## config.mk

```make
export PLATFORM = sky130hd
export DESIGN_NAME = coeff_token_enc02_flat
export DESIGN_NICKNAME = d
export VERILOG_FILES = /design/src/rtl/coeff_token_enc02_if.sv /design/src/rtl/coeff_token_enc02.sv /design/src/flat_wrapper.sv
export SDC_FILE = /design/constraint.sdc
export NUM_CORES = 1
export LEC_CHECK = 0
export BUFFER_PORTS_ARGS = -buffer_cell sky130_fd_sc_hd__buf_2
export CELL_PAD_IN_SITES_DETAIL_PLACEMENT = 1
export CELL_PAD_IN_SITES_GLOBAL_PLACEMENT = 1
export CORE_MARGIN = 3
export CORE_UTILIZATION = 46
export CTS_BUF_LIST = sky130_fd_sc_hd__clkbuf_8
export DETAILED_ROUTE_END_ITERATION = 7
export GPL_TIMING_DRIVEN = 1
export PLACE_DENSITY_LB_ADDON = 0.1
export REMOVE_ABC_BUFFERS = 1
export SYNTH_ARGS = -nofsm -noshare
export SYNTH_HDL_FRONTEND = slang
export SYNTH_SLANG_ARGS = --single-unit
```

## constraint.sdc

```tcl
create_clock -name clk -period 3.7 [get_ports clk]
set_input_delay 0 -clock clk [delete_from_list [all_inputs] [get_ports clk]]
set_output_delay 0 -clock clk [all_outputs]
set_load 0.05 [all_outputs]
```

## src/rtl/coeff_token_enc02_if.sv

```systemverilog
// Request/bitstream bundle for coeff_token_enc02.
// Optional macro COEFF_TOKEN_ENC02_CHECK_EN adds the sticky err flag.
interface coeff_token_enc02_if;
  logic       in_valid;
  logic       in_ready;
  logic [4:0] total_coeff;
  logic [1:0] trailing_ones;
  logic       bit_out;
  logic       bit_valid;
  logic       bit_ready;
  logic       bit_last;
  logic [4:0] code_len;
`ifdef COEFF_TOKEN_ENC02_CHECK_EN
  logic       err;

  modport master (
    output in_valid, total_coeff, trailing_ones, bit_ready,
    input  in_ready, bit_out, bit_valid, bit_last, code_len, err
  );
  modport slave (
    input  in_valid, total_coeff, trailing_ones, bit_ready,
    output in_ready, bit_out, bit_valid, bit_last, code_len, err
  );
`else
  modport master (
    output in_valid, total_coeff, trailing_ones, bit_ready,
    input  in_ready, bit_out, bit_valid, bit_last, code_len
  );
  modport slave (
    input  in_valid, total_coeff, trailing_ones, bit_ready,
    output in_ready, bit_out, bit_valid, bit_last, code_len
  );
`endif
endinterface

```

## src/rtl/coeff_token_enc02.sv

```systemverilog
// H.264 coeff_token encoder (Table 9-5, 0<=nC<2), serialised MSB first.
// Macro COEFF_TOKEN_ENC02_CHECK_EN: reject illegal requests and raise sticky err.
module coeff_token_enc02 (
  input  logic               clk,
  input  logic               rst,
  coeff_token_enc02_if.slave bus
);
  localparam logic [0:0] IDLE  = 1'b0;
  localparam logic [0:0] SHIFT = 1'b1;

  logic [0:0]  state;
  logic [15:0] code_q;
  logic [4:0]  cnt_q;
  logic [4:0]  len_q;
  logic [6:0]  sel;
  logic [20:0] ent;
  logic [4:0]  lut_len;
  logic [15:0] lut_code;
  logic        shifting;
  logic        last;
  logic        accept;
  logic        consume;
  logic        load;

  assign sel = {bus.total_coeff, bus.trailing_ones};

  // {len, right-aligned value}; index is TotalCoeff*4+TrailingOnes, illegal -> "1"
  always_comb begin
    ent = {5'd1, 16'd1};
    case (sel)
      7'd0:  ent = {5'd1,  16'd1};
      7'd4:  ent = {5'd6,  16'd5};  7'd5:  ent = {5'd2,  16'd1};
      7'd8:  ent = {5'd8,  16'd7};  7'd9:  ent = {5'd6,  16'd4};  7'd10: ent = {5'd3,  16'd1};
      7'd12: ent = {5'd9,  16'd7};  7'd13: ent = {5'd8,  16'd6};  7'd14: ent = {5'd7,  16'd5};  7'd15: ent = {5'd5,  16'd3};
      7'd16: ent = {5'd10, 16'd7};  7'd17: ent = {5'd9,  16'd6};  7'd18: ent = {5'd8,  16'd5};  7'd19: ent = {5'd6,  16'd3};
      7'd20: ent = {5'd11, 16'd7};  7'd21: ent = {5'd10, 16'd6};  7'd22: ent = {5'd9,  16'd5};  7'd23: ent = {5'd7,  16'd4};
      7'd24: ent = {5'd13, 16'd15}; 7'd25: ent = {5'd11, 16'd6};  7'd26: ent = {5'd10, 16'd5};  7'd27: ent = {5'd8,  16'd4};
      7'd28: ent = {5'd13, 16'd11}; 7'd29: ent = {5'd13, 16'd14}; 7'd30: ent = {5'd11, 16'd5};  7'd31: ent = {5'd9,  16'd4};
      7'd32: ent = {5'd13, 16'd8};  7'd33: ent = {5'd13, 16'd10}; 7'd34: ent = {5'd13, 16'd13}; 7'd35: ent = {5'd10, 16'd4};
      7'd36: ent = {5'd14, 16'd15}; 7'd37: ent = {5'd14, 16'd14}; 7'd38: ent = {5'd13, 16'd9};  7'd39: ent = {5'd11, 16'd4};
      7'd40: ent = {5'd14, 16'd11}; 7'd41: ent = {5'd14, 16'd10}; 7'd42: ent = {5'd14, 16'd13}; 7'd43: ent = {5'd13, 16'd12};
      7'd44: ent = {5'd15, 16'd15}; 7'd45: ent = {5'd15, 16'd14}; 7'd46: ent = {5'd14, 16'd9};  7'd47: ent = {5'd14, 16'd12};
      7'd48: ent = {5'd15, 16'd11}; 7'd49: ent = {5'd15, 16'd10}; 7'd50: ent = {5'd15, 16'd13}; 7'd51: ent = {5'd14, 16'd8};
      7'd52: ent = {5'd16, 16'd15}; 7'd53: ent = {5'd15, 16'd1};  7'd54: ent = {5'd15, 16'd9};  7'd55: ent = {5'd15, 16'd12};
      7'd56: ent = {5'd16, 16'd11}; 7'd57: ent = {5'd16, 16'd14}; 7'd58: ent = {5'd16, 16'd13}; 7'd59: ent = {5'd15, 16'd8};
      7'd60: ent = {5'd16, 16'd7};  7'd61: ent = {5'd16, 16'd10}; 7'd62: ent = {5'd16, 16'd9};  7'd63: ent = {5'd16, 16'd12};
      7'd64: ent = {5'd16, 16'd4};  7'd65: ent = {5'd16, 16'd6};  7'd66: ent = {5'd16, 16'd5};  7'd67: ent = {5'd16, 16'd8};
      default: ent = {5'd1, 16'd1};
    endcase
  end

  assign lut_len  = ent[20:16];
  assign lut_code = ent[15:0] << (5'd16 - lut_len);

  assign shifting = (state == SHIFT);
  assign last     = shifting && (cnt_q == 5'd1);
  assign consume  = shifting && bus.bit_ready;
  // next request may slip in on the final bit so the stream has no bubble
  assign bus.in_ready  = !shifting || (last && bus.bit_ready);
  assign bus.bit_valid = shifting;
  assign bus.bit_out   = shifting && code_q[15];
  assign bus.bit_last  = last;
  assign bus.code_len  = len_q;
  assign accept        = bus.in_valid && bus.in_ready;

`ifdef COEFF_TOKEN_ENC02_CHECK_EN
  logic legal;
  logic err_q;
  assign legal   = (bus.total_coeff <= 5'd16) && ({3'b000, bus.trailing_ones} <= bus.total_coeff);
  assign load    = accept && legal;
  assign bus.err = err_q;

  always_ff @(posedge clk) begin
    if (rst)                  err_q <= 1'b0;
    else if (accept && !legal) err_q <= 1'b1;
  end
`else
  assign load = accept;
`endif

  always_ff @(posedge clk) begin
    if (rst) begin
      state  <= IDLE;
      code_q <= '0;
      cnt_q  <= '0;
      len_q  <= '0;
    end else if (load) begin
      state  <= SHIFT;
      code_q <= lut_code;
      cnt_q  <= lut_len;
      len_q  <= lut_len;
    end else if (consume) begin
      code_q <= {code_q[14:0], 1'b0};
      cnt_q  <= cnt_q - 5'd1;
      if (cnt_q == 5'd1) state <= IDLE;
    end
  end
endmodule
```

## src/flat_wrapper.sv

```systemverilog
// flat-port wrapper written by rule: the top's interface ports become plain ports
module coeff_token_enc02_flat 
  (clk, rst, bus_in_valid, bus_total_coeff, bus_trailing_ones, bus_bit_ready, bus_in_ready, bus_bit_out, bus_bit_valid, bus_bit_last, bus_code_len);
  coeff_token_enc02_if bus_i ();
  input  logic clk;
  input  logic rst;
  input wire logic [$bits(bus_i.in_valid)-1:0] bus_in_valid;
  input wire logic [$bits(bus_i.total_coeff)-1:0] bus_total_coeff;
  input wire logic [$bits(bus_i.trailing_ones)-1:0] bus_trailing_ones;
  input wire logic [$bits(bus_i.bit_ready)-1:0] bus_bit_ready;
  output wire logic [$bits(bus_i.in_ready)-1:0] bus_in_ready;
  output wire logic [$bits(bus_i.bit_out)-1:0] bus_bit_out;
  output wire logic [$bits(bus_i.bit_valid)-1:0] bus_bit_valid;
  output wire logic [$bits(bus_i.bit_last)-1:0] bus_bit_last;
  output wire logic [$bits(bus_i.code_len)-1:0] bus_code_len;
  assign bus_i.in_valid = bus_in_valid;
  assign bus_i.total_coeff = bus_total_coeff;
  assign bus_i.trailing_ones = bus_trailing_ones;
  assign bus_i.bit_ready = bus_bit_ready;
  assign bus_in_ready = bus_i.in_ready;
  assign bus_bit_out = bus_i.bit_out;
  assign bus_bit_valid = bus_i.bit_valid;
  assign bus_bit_last = bus_i.bit_last;
  assign bus_code_len = bus_i.code_len;
  coeff_token_enc02 u_core (.clk(clk), .rst(rst), .bus(bus_i));
endmodule
```

* Word-level counts from Yosys, hierarchy flattened
Memories as Yosys holds them, arrays and structs flattened. Cells that the tools add are included.
Word-level totals: output and inout bits 9, ROM bits 1152, flip-flop bits (word level) 27, input port bits 11, memories kept 1
Memory list:
- (no name shown) | depth 128, bits a word 9, rd ports 1, clocked after memory_dff 0, wr ports 0, line coeff_token_enc02.sv:30 | case (sel)
Operators by class: reduce and logical (&&, ||, !) cells 10, eq/ne operators 1, shifts and indexed selects 1, add/sub/neg operators 2, mux-type cells 7
Operators with widths (number):
- $mux 16 | 2
- $shl 16x5->16 | 1
- $mux 5 | 2
- $eq 5x1->1 const B | 1
- $logic_and 1x1->1 | 5
- $sub 5x1->5 const B | 1
- $sub 5x5->5 const A | 1
- $reduce_bool 2->1 | 2
- $mux 1 | 3
- $reduce_and 2->1 | 1
- $logic_not 1->1 | 1
- $logic_or 1x1->1 | 1

* Logic depth before layout (Yosys ltp)
Gate-level depths: netlist of run 1.
depth in word-level cells 7, gate-level depth with buffers 15, gate-level depth less buffers 13

* Worst setup path after synthesis of run 1
Ideal clock, no wire load.
path kind input -> register, start point input port bus_trailing_ones[1], end point register u_core.code_q[12], data arrival time 2919 ps, cell stages on the path 15, data required time 3614 ps, library setup time 86 ps, setup slack 695 ps, path buffers 2, path through buf_2 inv_1 ha_1 inv_1 ha_1 nor3b_1 nor4_2 a221oi_2 buf_4 ha_1 inv_1 xnor2_1 o31ai_1 o2111ai_1 a211oi_1
Between the ends: longest elaborated chain between the ends 4
RTL lines:
- start: declaration | line flat_wrapper.sv:9 | input wire logic [$bits(bus_i.trailing_ones)-1:0] bus_trailing_ones;
- $mem_v2 128x9 (*)
- $sub 5x5->5 | line coeff_token_enc02.sv:53 | assign lut_code = ent[15:0] << (5'd16 - lut_len);
- $shl 16x5->16 (*) | line coeff_token_enc02.sv:53
- $mux 16 (*) | line coeff_token_enc02.sv:87 | end else if (load) begin
- end signal: assignment | line coeff_token_enc02.sv:89 | code_q <= lut_code;
- end signal: assignment | line coeff_token_enc02.sv:93 | code_q <= {code_q[14:0], 1'b0};
- end: declaration | line coeff_token_enc02.sv:12 | logic [15:0] code_q;
Mark *: on every way between the ends. The rest lies on a longest branch, timed or not. A chain may end at the register's enable or synchronous reset.

* Worst setup path after layout of run 1
start point input port bus_trailing_ones[0], end point register u_core.code_q[14]
Same word-level chain as after synthesis.

==> results of run 1 <==
## critical path, delay by kind of cell
kind,cells,cell delay (ns)
adders and majority gates,2,0.71
AOI/OAI and AO/OA,2,0.47
muxes,1,0.41
buffers and inverters,2,0.28
xor gates and xnor gates,1,0.37
and+or+nand+nor,3,0.90
## sequential cells by signal, indices dropped and copies added, names as in the netlist
signal and flops:
u_core.bus.bit_valid 1, u_core.bus.code_len 5, u_core.cnt_q 5, u_core.code_q 16
## metal layers
metal | share of wire, % | up-vias
met4 | 0.58 | 0
met3 | 4.2 | 6
met1 | 49 | 1304
met2 | 46 | 59
li1 | - | 1272
met5 | 0 | -
## stage by stage
step | power, W | area [sq um]
6_report | 0.000894 | 2790
5_1_grt | 0.000952 | 2790
4_1_cts | 0.000894 | 2790
3_5_place_dp | 0.000715 | 2740
3_3_place_gp | 0.000706 | 2740
2_1_floorplan | 0.000594 | 2480
## layout by cell type (no fill, tap or decap), drive strengths merged, types with 8 or more instances in the layout
| cell type | synthesis | layout |
|---|---|---|
| nor2b | 8 | 8 |
| a211oi | 12 | 12 |
| o21ai | 16 | 16 |
| inv | 15 | 15 |
| dfxtp | 27 | 27 |
| a21oi | 26 | 26 |
| nor2 | 30 | 30 |
| ha | 14 | 14 |
| buf | 15 | 29 |
| nand2b | 13 | 13 |
| nand2 | 18 | 18 |
## power breakdown
group / internal [W] / switching (W) / total [W]
clock network: 0.0000769 / 0.000105 / 0.000182
logic: 0.000137 / 0.000242 / 0.000379
registers: 0.000317 / 0.0000168 / 0.000333
total: 0.000531 / 0.000363 / 0.000894
## final cells by class
type | instances | area (sq um)
Clock buffer | 3 | 41.3
Clock inverter | 1 | 7.51
Fill cell | 682 | 2520
Inverter | 15 | 56.3
Multi-Input combinational cell | 266 | 1880
Sequential cell | 27 | 541
Tap cell | 70 | 87.6
Timing Repair Buffer | 29 | 170
## cell families (layout without fill, tap and decap cells)
family	Yosys count	in the layout	synth area share, %
adder cells (fa/ha/maj)	14	14	6.68
multiplexers	6	6	2.91
flip-flops	27	27	20.6
AND/OR/NAND/NOR	135	135	30.7
AO/OA/AOI/OAI	109	109	30.2
buffers and inverters	41	48	7.59
XOR/XNOR	2	2	1.38
## final timing paths
kind                                                           from                             endpoint  cells after the start
worst max-delay path                           bus_trailing_ones[0]       u_core.code_q[14]$_SDFFE_PP0P_                     11
worst min-delay path                                   bus_in_valid    u_core.bus.bit_valid$_SDFFE_PP0P_                      3
worst max register to register         u_core.cnt_q[1]$_SDFFE_PP0P_        u_core.code_q[3]$_SDFFE_PP0P_                     10
worst min register to register  u_core.bus.code_len[1]$_SDFFE_PP0P_  u_core.bus.code_len[1]$_SDFFE_PP0P_                      2
==> results_dict.tcl, run 1 <==
set metrics [dict create \
    drt_iter0_drc 214 \
    postSynth.asyncResetShare_pct 0 \
    core_area_sq_mm 0.00530 \
    hold_viol_final 0 \
    synth-seq-area-share_pct 20.6 \
    netlist_instances 334 \
    setup-violations-final 0 \
    drv.max_cap_violation_count 0 \
    fin_ws_ns 0.762 \
    rsz_0062_raised_after_global_routing "no" \
    yosys_register_bits 27 \
    finish.cell_count_without_fillers 411 \
    setup_total_negative_slack_ns 0 \
    vdd_drop_max_v 0.000193 \
    io-pin-count 20 \
    syn_area_per_cell_sq_um 7.85 \
    setup_skew_after_layout_ns 0.0101 \
    die-height_um 81.5 \
    slew_headroom_pct 60.6 \
    ys.warnings.count 0 \
    primary_ff_master_synth "dfxtp_1" \
    critical-path-slowest-cell "or4_4" \
    fin_crit_sh_pct 79.4 \
    h-tree-depth 1 \
    worstSetupStartpointType "input pin" \
    netlist.top_cell.by_area "dfxtp_1" \
    antenna-diode-count 0 \
    utilization_pct 52.5 \
    synth.cells.most_frequent "30 x nor2_1, 27 x dfxtp_1, 26 x a21oi_1" \
    vias 2641 \
    fmaxAchievable_ghz 0.340 \
    grt.met3_usage_pct 3.29 \
    cts_root_buffer "clkbuf_8" \
    cts_buffers 3 \
    synth_edf_count 0 \
    post_drt_via_cell_ratio 6.43 \
    run_status "finished, final reports clean" \
    final-max-slew-violation-count 0 \
    finalWeightedCongestion 0.904 \
    post_cts_hold_buffers 0 \
    std_cell_rows 26 \
    postRouteAntennaNets 0 \
    timing.reg2reg.setup_slack_ns 1.12 \
    leading_cell_type_by_number_of_instances_after_synthesis "nor2_1" \
    leak_pwr_nw 1.11 \
    clock_latency_on_the_worst_skew_pair_ns 0.29 \
    whs_ns 0.0272 \
    synth.top_cells.by_area "dfxtp_1 21%, ha_1 6.7%, a21oi_1 5.0%, nor2_1 4.3%, a211oi_1 3.4%" \
    grt_util_met1_pct 36.3 \
    drt_drc_violations_left 0 \
    critical-path-max-stage-delay_ns 0.57 \
    overall_global_routing_resource_usage_pct 25.0 \
    globalRoute.busiestLayer "met2" \
    layout-area-overhead-vs-synth_pct 6.25 \
    yosysUniqueCellTypes 71 \
    max_slew.worst_pin.slew_ns 0.591 \
    layout.nets 367 \
    detail_route.first_pass.iterations 4 \
    cp_max_fo 10 \
    grt_antenna_before_repair 0 \
    critical_path_required_ns 3.90 \
    post_cts_resize_count 0 \
    cp_cell_sequence "buf_2 > inv_1 > ha_1 > nor2_1 > o311a_1 > or4_4 > ha_1 > xnor2_4 > mux2i_1 > a221oi_1 > nor4_1" \
    drt_wl_cell_um 18.9 \
    hpwl_after_detailed_placement_um 5680 \
    grt_first_pass_wirelength_um 13200 \
    drt_wl_total_um 7760 \
    path_class "input pin to flip-flop" \
    placedCellCount 407 \
    grt.overflow.total 0 \
    crit_path_frequent_cell "ha_1" \
    met2_track_demand_over_resource_pct 39.7 \
    cts.reportedPaths.clkPinSlew_ns 0.11 \
    clock_sinks 27 \
    grt_start_max_net_pins 36 \
    hold_class "input pin to flip-flop" \
    start_util_pct 49.5 \
    max-clock-path-buffers 2 \
    first_global_vias 2599 \
    critPathArrivalTime_ns 3.14 \
    width_of_the_chip_um 81.5 \
    post_synth_instance_area_sq_mm 0.00262 \
    place.port_buffers 19 \
    power_density_mw_per_mm2 321 \
    period_needed_ns 2.94 \
    die_area_sq_mm 0.00664 \
    postCtsSetupRepairBufs 0 \
    pre_cts_ws_ns 0.465 \
    fraction_of_final_layout_cells_with_drive_strength_greater_than_1_pct 15.8 \
    yosys.area.top_type_share_pct 20.6 \
    tritoncts "yes" \
    worst_setup_path_end_kind "flip-flop" \
]
No activity file was read; power rests on OpenSTA's default activity.
==> inputs of run 2 (changes only) <==
clock period = 2.8 ns   (was 3.7 ns; I/O delays follow)
==> results_dict.tcl, run 2 (synthesized netlist as in run 1, its figures left out) <==
set metrics [dict create \
    run_status "finished, final reports clean" \
    h-tree-depth 1 \
    drt_drc_violations_left 0 \
    hold_viol_final 0 \
    cts.reportedPaths.clkPinSlew_ns 0.10 \
    worstHoldStart "bus_in_valid" \
    clock_sinks 27 \
    leak_pwr_nw 1.28 \
    die_area_sq_mm 0.00664 \
    cp_cell_sequence "buf_2 > inv_1 > ha_1 > buf_4 > nor3b_1 > a2111oi_0 > or4_4 > ha_1 > buf_4 > a311o_1 > a22oi_4 > o211ai_1 > a211oi_1" \
    mostFrequentLayoutCell "buf_4" \
    critical-path-slowest-cell "or4_4" \
    fin_crit_sh_pct 94.5 \
    slew_headroom_pct 46.4 \
    path_class "input pin to flip-flop" \
    largest_register_ff_count 16 \
    whs_ns 0.0601 \
    place.port_buffers 19 \
    die-height_um 81.5 \
    max_slew.worst_pin.slew_ns 0.797 \
    fin_total_pwr_w 0.00126 \
    setup_skew_after_layout_ns 0.0103 \
    fraction_of_final_layout_cells_with_drive_strength_greater_than_1_pct 23.9 \
    fin_ws_ns 0.153 \
    worst_setup_path_end_kind "flip-flop" \
    grt_antenna_before_repair 0 \
    setup_total_negative_slack_ns 0 \
    commonest_non_fill_non_tap_cells_in_the_layout "46 x buf_4, 30 x nor2_1, 27 x dfxtp_1" \
    tritoncts "yes" \
    drt_wl_cell_um 19.4 \
    width_of_the_chip_um 81.5 \
    final-max-slew-violation-count 0 \
    antenna-diode-count 0 \
    layout-area-overhead-vs-synth_pct 16.6 \
    io-pin-count 20 \
    first_global_vias 2680 \
    worstSetupStartpointType "input pin" \
    max-clock-path-buffers 2 \
    drt_iter0_drc 190 \
    grt_first_pass_wirelength_um 13800 \
    critPathTopFamily "compound AO/OA/AOI/OAI gates" \
    drt_wl_total_um 8660 \
    post_drt_via_cell_ratio 6.28 \
    power_density_mw_per_mm2 411 \
    postRouteAntennaNets 0 \
    max_flop_register "u_core.code_q" \
    vdd_drop_max_v 0.000233 \
    start_util_pct 49.5 \
    worst-path-buf-inv 4 \
    detail_route.first_pass.iterations 5 \
    fmaxAchievable_ghz 0.378 \
    setup.worst_path.start "bus_trailing_ones[0]" \
    cts_root_buffer "clkbuf_8" \
    core_area_sq_mm 0.00530 \
    finalWeightedCongestion 0.921 \
    grt_start_max_net_pins 29 \
    post_cts_resize_count 0 \
    post_cts_hold_buffers 0 \
    postCtsSetupRepairBufs 0 \
    hpwl_after_detailed_placement_um 6570 \
    critical-path-max-stage-delay_ns 0.45 \
    clock_latency_on_the_worst_skew_pair_ns 0.28 \
    layout.nets 403 \
    cp_max_fo 9 \
    period_needed_ns 2.65 \
    std_cell_rows 26 \
    critical_path_required_ns 2.99 \
    vias 2807 \
    cts_buffers 3 \
    utilization_pct 57.6 \
    grt.overflow.total 0 \
    overall_global_routing_resource_usage_pct 26.8 \
    drv.max_cap_violation_count 0 \
    r2r-start "u_core.cnt_q[1]$_SDFFE_PP0P_" \
    hold_class "input pin to flip-flop" \
    pre_cts_ws_ns -0.133 \
    critPathArrivalTime_ns 2.84 \
    setup-violations-final 0 \
]
-- run 2: cell types whose count changed in the layout (fill, tap and decap cells not counted), sizes merged --
cell	delta
buf	+36
-- run 2: report_power, final --
group	switching, W	internal (W)
Combinational	0.000347	0.000232
Clock	0.000134	0.000101
Sequential	0.0000239	0.000418
-- run 2: layout make-up --
type / count / area (sq um)
Fill cell: 683 / 2250
Multi-Input combinational cell: 266 / 1880
Sequential cell: 27 / 541
Timing Repair Buffer: 65 / 440
Tap cell: 70 / 87.6
Inverter: 15 / 56.3
Clock buffer: 3 / 41.3
Clock inverter: 1 / 7.51
-- run 2: worst min-delay path: cells and delay by family --
family          cells  cell delay, ns
compound gates      1            0.13
buf+inv             2            0.17
-- run 2: worst paths after layout --
| kind | to | depth (start not counted) | slack [ns] |
|---|---|---|---|
| max reg2reg | u_core.code_q[4]$_SDFFE_PP0P_ | 9 | 0.32 |
| min | u_core.bus.bit_valid$_SDFFE_PP0P_ | 3 | 0.06 |
| min reg2reg | u_core.bus.code_len[1]$_SDFFE_PP0P_ | 2 | 0.46 |
| max | u_core.code_q[4]$_SDFFE_PP0P_ | 13 | 0.15 |
-- run 2: metal layers --
metal | vias to the layer above | wire length (um) | track usage (%)
li1 | 1335 | - | -
met1 | 1385 | 4260 | 40.1
met2 | 77 | 3820 | 40.5
met3 | 10 | 489 | 4.39
met4 | 0 | 90 | 4.56
met5 | - | 0 | 0
-- run 2: metrics by stage --
step / cells / cell area (sq um)
global placement: 442 / 3000
finish: 447 / 3060
global route: 447 / 3060
detailed placement: 442 / 3000
CTS: 446 / 3050
floorplan: 308 / 2480
